**config.mk**
```make
export PLATFORM = sky130hd
export DESIGN_NAME = mem_stream_reader
export DESIGN_NICKNAME = d
export VERILOG_FILES = /design/src/rtl/mem_stream_reader.sv
export SDC_FILE = /design/constraint.sdc
export NUM_CORES = 1
export LEC_CHECK = 0
export CORE_MARGIN = 5
export CORE_UTILIZATION = 40
export DETAILED_ROUTE_END_ITERATION = 12
export DONT_BUFFER_PORTS = 1
export GPL_TIMING_DRIVEN = 0
export PLACE_DENSITY = 0.52
export SYNTH_ARGS = -nofsm -noshare
export SYNTH_HDL_FRONTEND = slang
export SYNTH_SLANG_ARGS = --single-unit
export TNS_END_PERCENT = 1
```
**constraint.sdc**
```tcl
create_clock -name clk -period 3.8 [get_ports clk]
set_input_delay 0.76 -clock clk [delete_from_list [all_inputs] [get_ports clk]]
set_output_delay 0.76 -clock clk [all_outputs]
set_load 0.05 [all_outputs]
```
**src/rtl/mem_stream_reader.sv**
```systemverilog
// -----------------------------------------------------------------------------
// mem_stream_reader
//
// Reads a burst of consecutive words from a synchronous-read memory and
// presents them as a valid/ready stream. A burst is requested with a one-cycle
// start pulse carrying a base address and a word count. Addresses wrap modulo
// 2**DEPTH. The memory returns data one cycle after the address is presented.
// A 2-entry FIFO absorbs downstream back-pressure. Read issue is throttled so
// that buffered words plus the pending read never exceed the FIFO capacity.
//
// Parameters
//   DEPTH          memory address width (2**DEPTH words)
//   WIDTH          data word width
//
// Ports
//   clk            rising-edge clock
//   reset          synchronous active-high reset
//   start          one-cycle burst request (honoured only while idle)
//   base_addr      first word address, sampled with an accepted start
//   count          burst length 0..2**DEPTH, sampled with an accepted start
//   mem_read_addr  read address to the memory
//   mem_data       memory read data, valid the cycle after the address
//   out_data       stream data (FIFO head)
//   out_valid      out_data valid
//   out_ready      downstream accepts the word when high with out_valid
//   out_last       head word is the final word of the burst
//   busy           a burst is in progress
//   done           one-cycle pulse after the final word is accepted
// -----------------------------------------------------------------------------
module mem_stream_reader #(
  parameter int DEPTH = 8,
  parameter int WIDTH = 16
) (
  input  logic             clk,
  input  logic             reset,
  input  logic             start,
  input  logic [DEPTH-1:0] base_addr,
  input  logic [DEPTH:0]   count,
  output logic [DEPTH-1:0] mem_read_addr,
  input  logic [WIDTH-1:0] mem_data,
  output logic [WIDTH-1:0] out_data,
  output logic             out_valid,
  input  logic             out_ready,
  output logic             out_last,
  output logic             busy,
  output logic             done
);

  typedef enum logic [1:0] {
    ST_IDLE  = 2'd0,
    ST_RUN   = 2'd1,
    ST_DRAIN = 2'd2
  } state_t;

  localparam logic [DEPTH:0]   REM_ONE  = {{DEPTH{1'b0}}, 1'b1};
  localparam logic [DEPTH-1:0] ADDR_ONE = {{(DEPTH-1){1'b0}}, 1'b1};

  // Control state
  state_t           state_q,          state_d;
  logic [DEPTH-1:0] addr_q,           addr_d;
  logic [DEPTH-1:0] rd_addr_q,        rd_addr_d;
  logic [DEPTH:0]   remaining_q,      remaining_d;
  logic             in_flight_q,      in_flight_d;
  logic             in_flight_last_q, in_flight_last_d;
  logic [1:0]       fifo_cnt_q,       fifo_cnt_d;
  logic             wr_ptr_q,         wr_ptr_d;
  logic             rd_ptr_q,         rd_ptr_d;
  logic             done_q,           done_d;

  // FIFO storage (data path, not reset; validity tracked by fifo_cnt_q)
  logic [WIDTH-1:0] fifo_data_q [2];
  logic [WIDTH-1:0] fifo_data_d [2];
  logic             fifo_last_q [2];
  logic             fifo_last_d [2];

  logic             pop;
  logic             push;
  logic             issue;
  logic [2:0]       occ_after;
  logic             head_last;

  assign out_valid = (fifo_cnt_q != 2'd0);
  assign out_data  = fifo_data_q[rd_ptr_q];
  assign head_last = fifo_last_q[rd_ptr_q];
  assign out_last  = out_valid & head_last;
  assign busy      = (state_q != ST_IDLE);
  assign done      = done_q;

  assign pop  = out_valid & out_ready;
  // The read issued last cycle returns its data in this cycle.
  assign push = in_flight_q;

  // Occupancy the FIFO would have after this cycle, counting the pending read
  // as already stored. A new read is allowed only if it still fits afterwards.
  assign occ_after = 3'(fifo_cnt_q) + 3'(in_flight_q) - 3'(pop);

  assign issue = (state_q == ST_RUN) && (remaining_q != '0) && (occ_after < 3'd2);

  // The address is visible in the issue cycle itself so the memory returns the
  // word one cycle later; otherwise the last issued address is held.
  assign mem_read_addr = issue ? addr_q : rd_addr_q;

  always_comb begin
    state_d          = state_q;
    addr_d           = addr_q;
    rd_addr_d        = rd_addr_q;
    remaining_d      = remaining_q;
    in_flight_d      = issue;
    in_flight_last_d = issue && (remaining_q == REM_ONE);
    fifo_cnt_d       = fifo_cnt_q + 2'(push) - 2'(pop);
    wr_ptr_d         = wr_ptr_q ^ push;
    rd_ptr_d         = rd_ptr_q ^ pop;
    done_d           = 1'b0;
    fifo_data_d      = fifo_data_q;
    fifo_last_d      = fifo_last_q;

    if (push) begin
      fifo_data_d[wr_ptr_q] = mem_data;
      fifo_last_d[wr_ptr_q] = in_flight_last_q;
    end

    unique case (state_q)
      ST_IDLE: begin
        if (start) begin
          addr_d      = base_addr;
          remaining_d = count;
          // An empty burst completes immediately without leaving IDLE.
          if (count == '0) begin
            done_d = 1'b1;
          end else begin
            state_d = ST_RUN;
          end
        end
      end

      ST_RUN: begin
        if (issue) begin
          rd_addr_d   = addr_q;
          addr_d      = addr_q + ADDR_ONE;
          remaining_d = remaining_q - REM_ONE;
          if (remaining_q == REM_ONE) begin
            state_d = ST_DRAIN;
          end
        end
      end

      ST_DRAIN: begin
        // All reads are issued; finish when the tagged final word is taken.
        if (pop && head_last) begin
          state_d = ST_IDLE;
          done_d  = 1'b1;
        end
      end

      default: begin
        state_d = ST_IDLE;
      end
    endcase
  end

  always_ff @(posedge clk) begin
    if (reset) begin
      state_q          <= ST_IDLE;
      addr_q           <= '0;
      rd_addr_q        <= '0;
      remaining_q      <= '0;
      in_flight_q      <= 1'b0;
      in_flight_last_q <= 1'b0;
      fifo_cnt_q       <= 2'd0;
      wr_ptr_q         <= 1'b0;
      rd_ptr_q         <= 1'b0;
      done_q           <= 1'b0;
    end else begin
      state_q          <= state_d;
      addr_q           <= addr_d;
      rd_addr_q        <= rd_addr_d;
      remaining_q      <= remaining_d;
      in_flight_q      <= in_flight_d;
      in_flight_last_q <= in_flight_last_d;
      fifo_cnt_q       <= fifo_cnt_d;
      wr_ptr_q         <= wr_ptr_d;
      rd_ptr_q         <= rd_ptr_d;
      done_q           <= done_d;
    end
  end

  always_ff @(posedge clk) begin
    fifo_data_q <= fifo_data_d;
    fifo_last_q <= fifo_last_d;
  end

endmodule

```
==> impl_metrics.tcl <==
set metrics [dict create \
    critPathLaunchType "flip-flop" \
    hp-class "flip-flop to flip-flop" \
    wire_per_inst_um 17.3 \
    die_height_um 98.8 \
    met1Wirelength_um 3070 \
    syn_avg_cell_area_um2 11.3 \
    worst-endpoint-arrival_ps 2960 \
    p_sw_uw 1080 \
    synth_seq_cells 68 \
    synth-edff-count 34 \
    max_freq_mhz 269 \
    ir_worst_vdd_mv 0.252 \
    cts_buffer_depth 2 \
    met2_length_um 3330 \
    num_vias 2107 \
    die_area_um2 9760 \
    fin_area_um2 3590 \
    p_comb_frac 0.414 \
    cts_buffers 9 \
    hold_violations 0 \
    drv_slew 0 \
    pwr-share-clk 0.228 \
    netlist_instances 279 \
    fin_crit_ps 3720 \
    io_pins 65 \
    clock-root-buffer "clkbuf_8" \
    tightestPinTransition_ps 1110 \
    drt_wl_total_um 6970 \
    pwr-share-seq 0.358 \
    setup_tns_ps 0 \
    cp-end-kind "primary output" \
    cts_tree "done" \
    ys_seq_area_frac 0.539 \
    fin_crit_sh 0.978 \
    portBuffers 0 \
    groute.usage.overall 0.147 \
    ant_nets 0 \
    p_leak_uw 0.00129 \
    setup.worst_path.class "flip-flop to primary output" \
    outcome "finished clean" \
    layoutNonFillerInstCount 402 \
    finalClockSkew_ps 11.4 \
    ys_warn_count 0 \
    syn_to_final_growth_pct 13.9 \
    crit_fanout 7 \
    synth_top_flop_cell "edfxtp_1" \
    cts-htree-levels 3 \
    start_util 0.410 \
    worstPathRequired_ps 3040 \
    grt_max_degree 18 \
    vias_per_cell 5.24 \
    gr-total-overflow 0 \
    fp.dieW_um 98.8 \
    synth_cell_type_count 44 \
    antenna_found_initial 0 \
    rsz0062_at_grt "true" \
    core-area_um2 7690 \
    wl_met3_um 501 \
    fin_nets 341 \
    synth_fp_nets 325 \
    intPower_uw 1570 \
    grt_pass1_vias 2097 \
    placed_area_um2 3280 \
    holdWs_ps 433 \
    num_antenna_cells 0 \
    hold_buffers 0 \
    routed.top_layer "met4" \
    syn_area_um2 3150 \
    maxCapViolCount 0 \
    dp_cells 381 \
    dp_hpwl_um 4790 \
    drt_pass1_iterations 4 \
    clkTransAtPathRegs_ps 70 \
    cts_sinks 68 \
    grt_pass1_wl_um 11200 \
    drcViolationCount 0 \
    place.gp.congestion 0.813 \
    slew_headroom 0.261 \
    p_per_area_nw_per_um2 738 \
    finalSetupViolCount 0 \
    netSwitchingFraction 0.407 \
    clock_latency_ps 350 \
    async_flop_share 0 \
    drtIter0Drc 59 \
    drive_gt1_frac 0.277 \
    rows 32 \
]
## worst max-delay path: stages, from the launching register on
cell and delay (ps):
dfxtp_4 350, or2_4 310, nand2_4 90, inv_2 40, ha_4 250, inv_2 30, ha_4 140, fa_2 370
xnor2_4 170, nor3_4 200, nand2_2 100, buf_8 150, mux2_4 390
## layout by cell type (no fill, tap or decap), types with 4 or more instances in the layout
| master | synthesis | layout |
|---|---|---|
| clkbuf_8 | 0 | 9 |
| nand2_1 | 25 | 24 |
| clkbuf_1 | 4 | 4 |
| nor2_1 | 22 | 22 |
| mux2_2 | 18 | 16 |
| a21oi_1 | 22 | 22 |
| buf_2 | 9 | 9 |
| dfxtp_1 | 34 | 33 |
| ha_1 | 8 | 6 |
| o21ai_0 | 16 | 16 |
| nor2b_1 | 5 | 5 |
| buf_4 | 0 | 4 |
| mux2_4 | 6 | 8 |
| nor2b_4 | 6 | 6 |
| inv_1 | 11 | 9 |
| nand2b_1 | 6 | 6 |
| nor3_1 | 6 | 6 |
| nand3_1 | 6 | 6 |
| edfxtp_1 | 34 | 34 |
## kinds of logic (layout without fill, tap and decap cells)
group | after synthesis | in the layout | share of synthesized area
and+or+nand+nor | 92 | 92 | 0.165
DFF | 68 | 68 | 0.539
AOI/OAI and AO/OA | 57 | 57 | 0.116
buffers and inverters | 26 | 47 | 0.0393
muxes | 25 | 25 | 0.0960
adders and majority gates | 9 | 9 | 0.0381
xor gates and xnor gates | 2 | 2 | 0.00555
## synthesized netlist by cell type, types with 2 or more instances
library cell  count  area (µm²)
nand2b_1          6        37.5
mux2_4            6        90.1
nor3_1            6        30.0
nor2_1           22        82.6
nand3_1           6        30.0
or2_2             3        18.8
o32ai_1           3        26.3
nor3_4            2        32.5
o21ai_0          16        80.1
a21oi_1          22         110
mux2_2           18         203
nor2b_1           5        31.3
clkbuf_1          4        15.0
buf_2             9        45.0
nor4_1            3        18.8
nor2b_4           6        82.6
buf_6             2        22.5
o31ai_1           2        15.0
edfxtp_1         34        1020
nand2_1          25        93.8
and2_1            2        12.5
a311oi_2          2        30.0
inv_1            11        41.3
dfxtp_1          34         681
a211oi_1          2        15.0
ha_1              8         100
a21o_1            3        22.5
## flip-flops by register name, indices dropped and copies added (netlist names)
| signal | cells |
|---|---|
| fifo_data_q | 32 |
| state_q | 2 |
| done | 1 |
| in_flight_last_q | 1 |
| addr_q | 8 |
| rd_ptr_q | 1 |
| fifo_last_q | 2 |
| in_flight_q | 1 |
| remaining_q | 9 |
| rd_addr_q | 8 |
| wr_ptr_q | 1 |
| fifo_cnt_q | 2 |
## path summary, 6_finish.rpt
path / start / cells past startpoint / to / slack (ps)
max: fifo_cnt_q[1] / 12 / mem_read_addr[1] / 80
min: in_flight_last_q / 0 / fifo_last_q[1] / 430
max reg2reg: fifo_cnt_q[1] / 13 / rd_addr_q[5] / 940
min reg2reg: in_flight_last_q / 0 / fifo_last_q[1] / 430
## routing by layer
| layer | global-route usage | vias up |
|---|---|---|
| li1 | - | 1028 |
| met1 | 0.183 | 1013 |
| met2 | 0.239 | 60 |
| met3 | 0.0460 | 6 |
| met4 | 0.0567 | 0 |
| met5 | 0 | - |
## power groups by stage
| stage | combinational [µW] | clock, µW | sequential, µW |
|---|---|---|---|
| final | 1100 | 605 | 948 |
| after floorplan | 854 | 0 | 941 |
| after global routing | 1190 | 650 | 963 |
| after detailed placement | 991 | 0 | 960 |
| after CTS | 1040 | 618 | 948 |
| after global placement | 989 | 0 | 957 |
## through the flow
step,setup slack (ps),power (µW),util
2_1_floorplan,278,1800,-
3_3_place_gp,117,1950,0.427
3_5_place_dp,80.5,1950,0.427
4_1_cts,-8.40,2600,0.458
5_1_grt,-34.2,2800,0.467
6_report,84.4,2650,0.467
## area by class of cell
class,count,area [µm²]
Inverter,11,41.3
Multi-Input combinational cell,185,1390
Tap cell,102,128
Buffer,15,86.3
Fill cell,733,4090
Timing Repair Buffer,5,41.3
Clock inverter,7,75.1
Sequential cell,68,1710
Clock buffer,9,124
## timing repair
item | CTS | global route
resized for setup | 7 | 10
setup buffers | 2 | 3
pin swaps | 4 | 7
setup endpoints to repair | 8 | 8
Note: power is estimated with default switching activity, not from simulation.
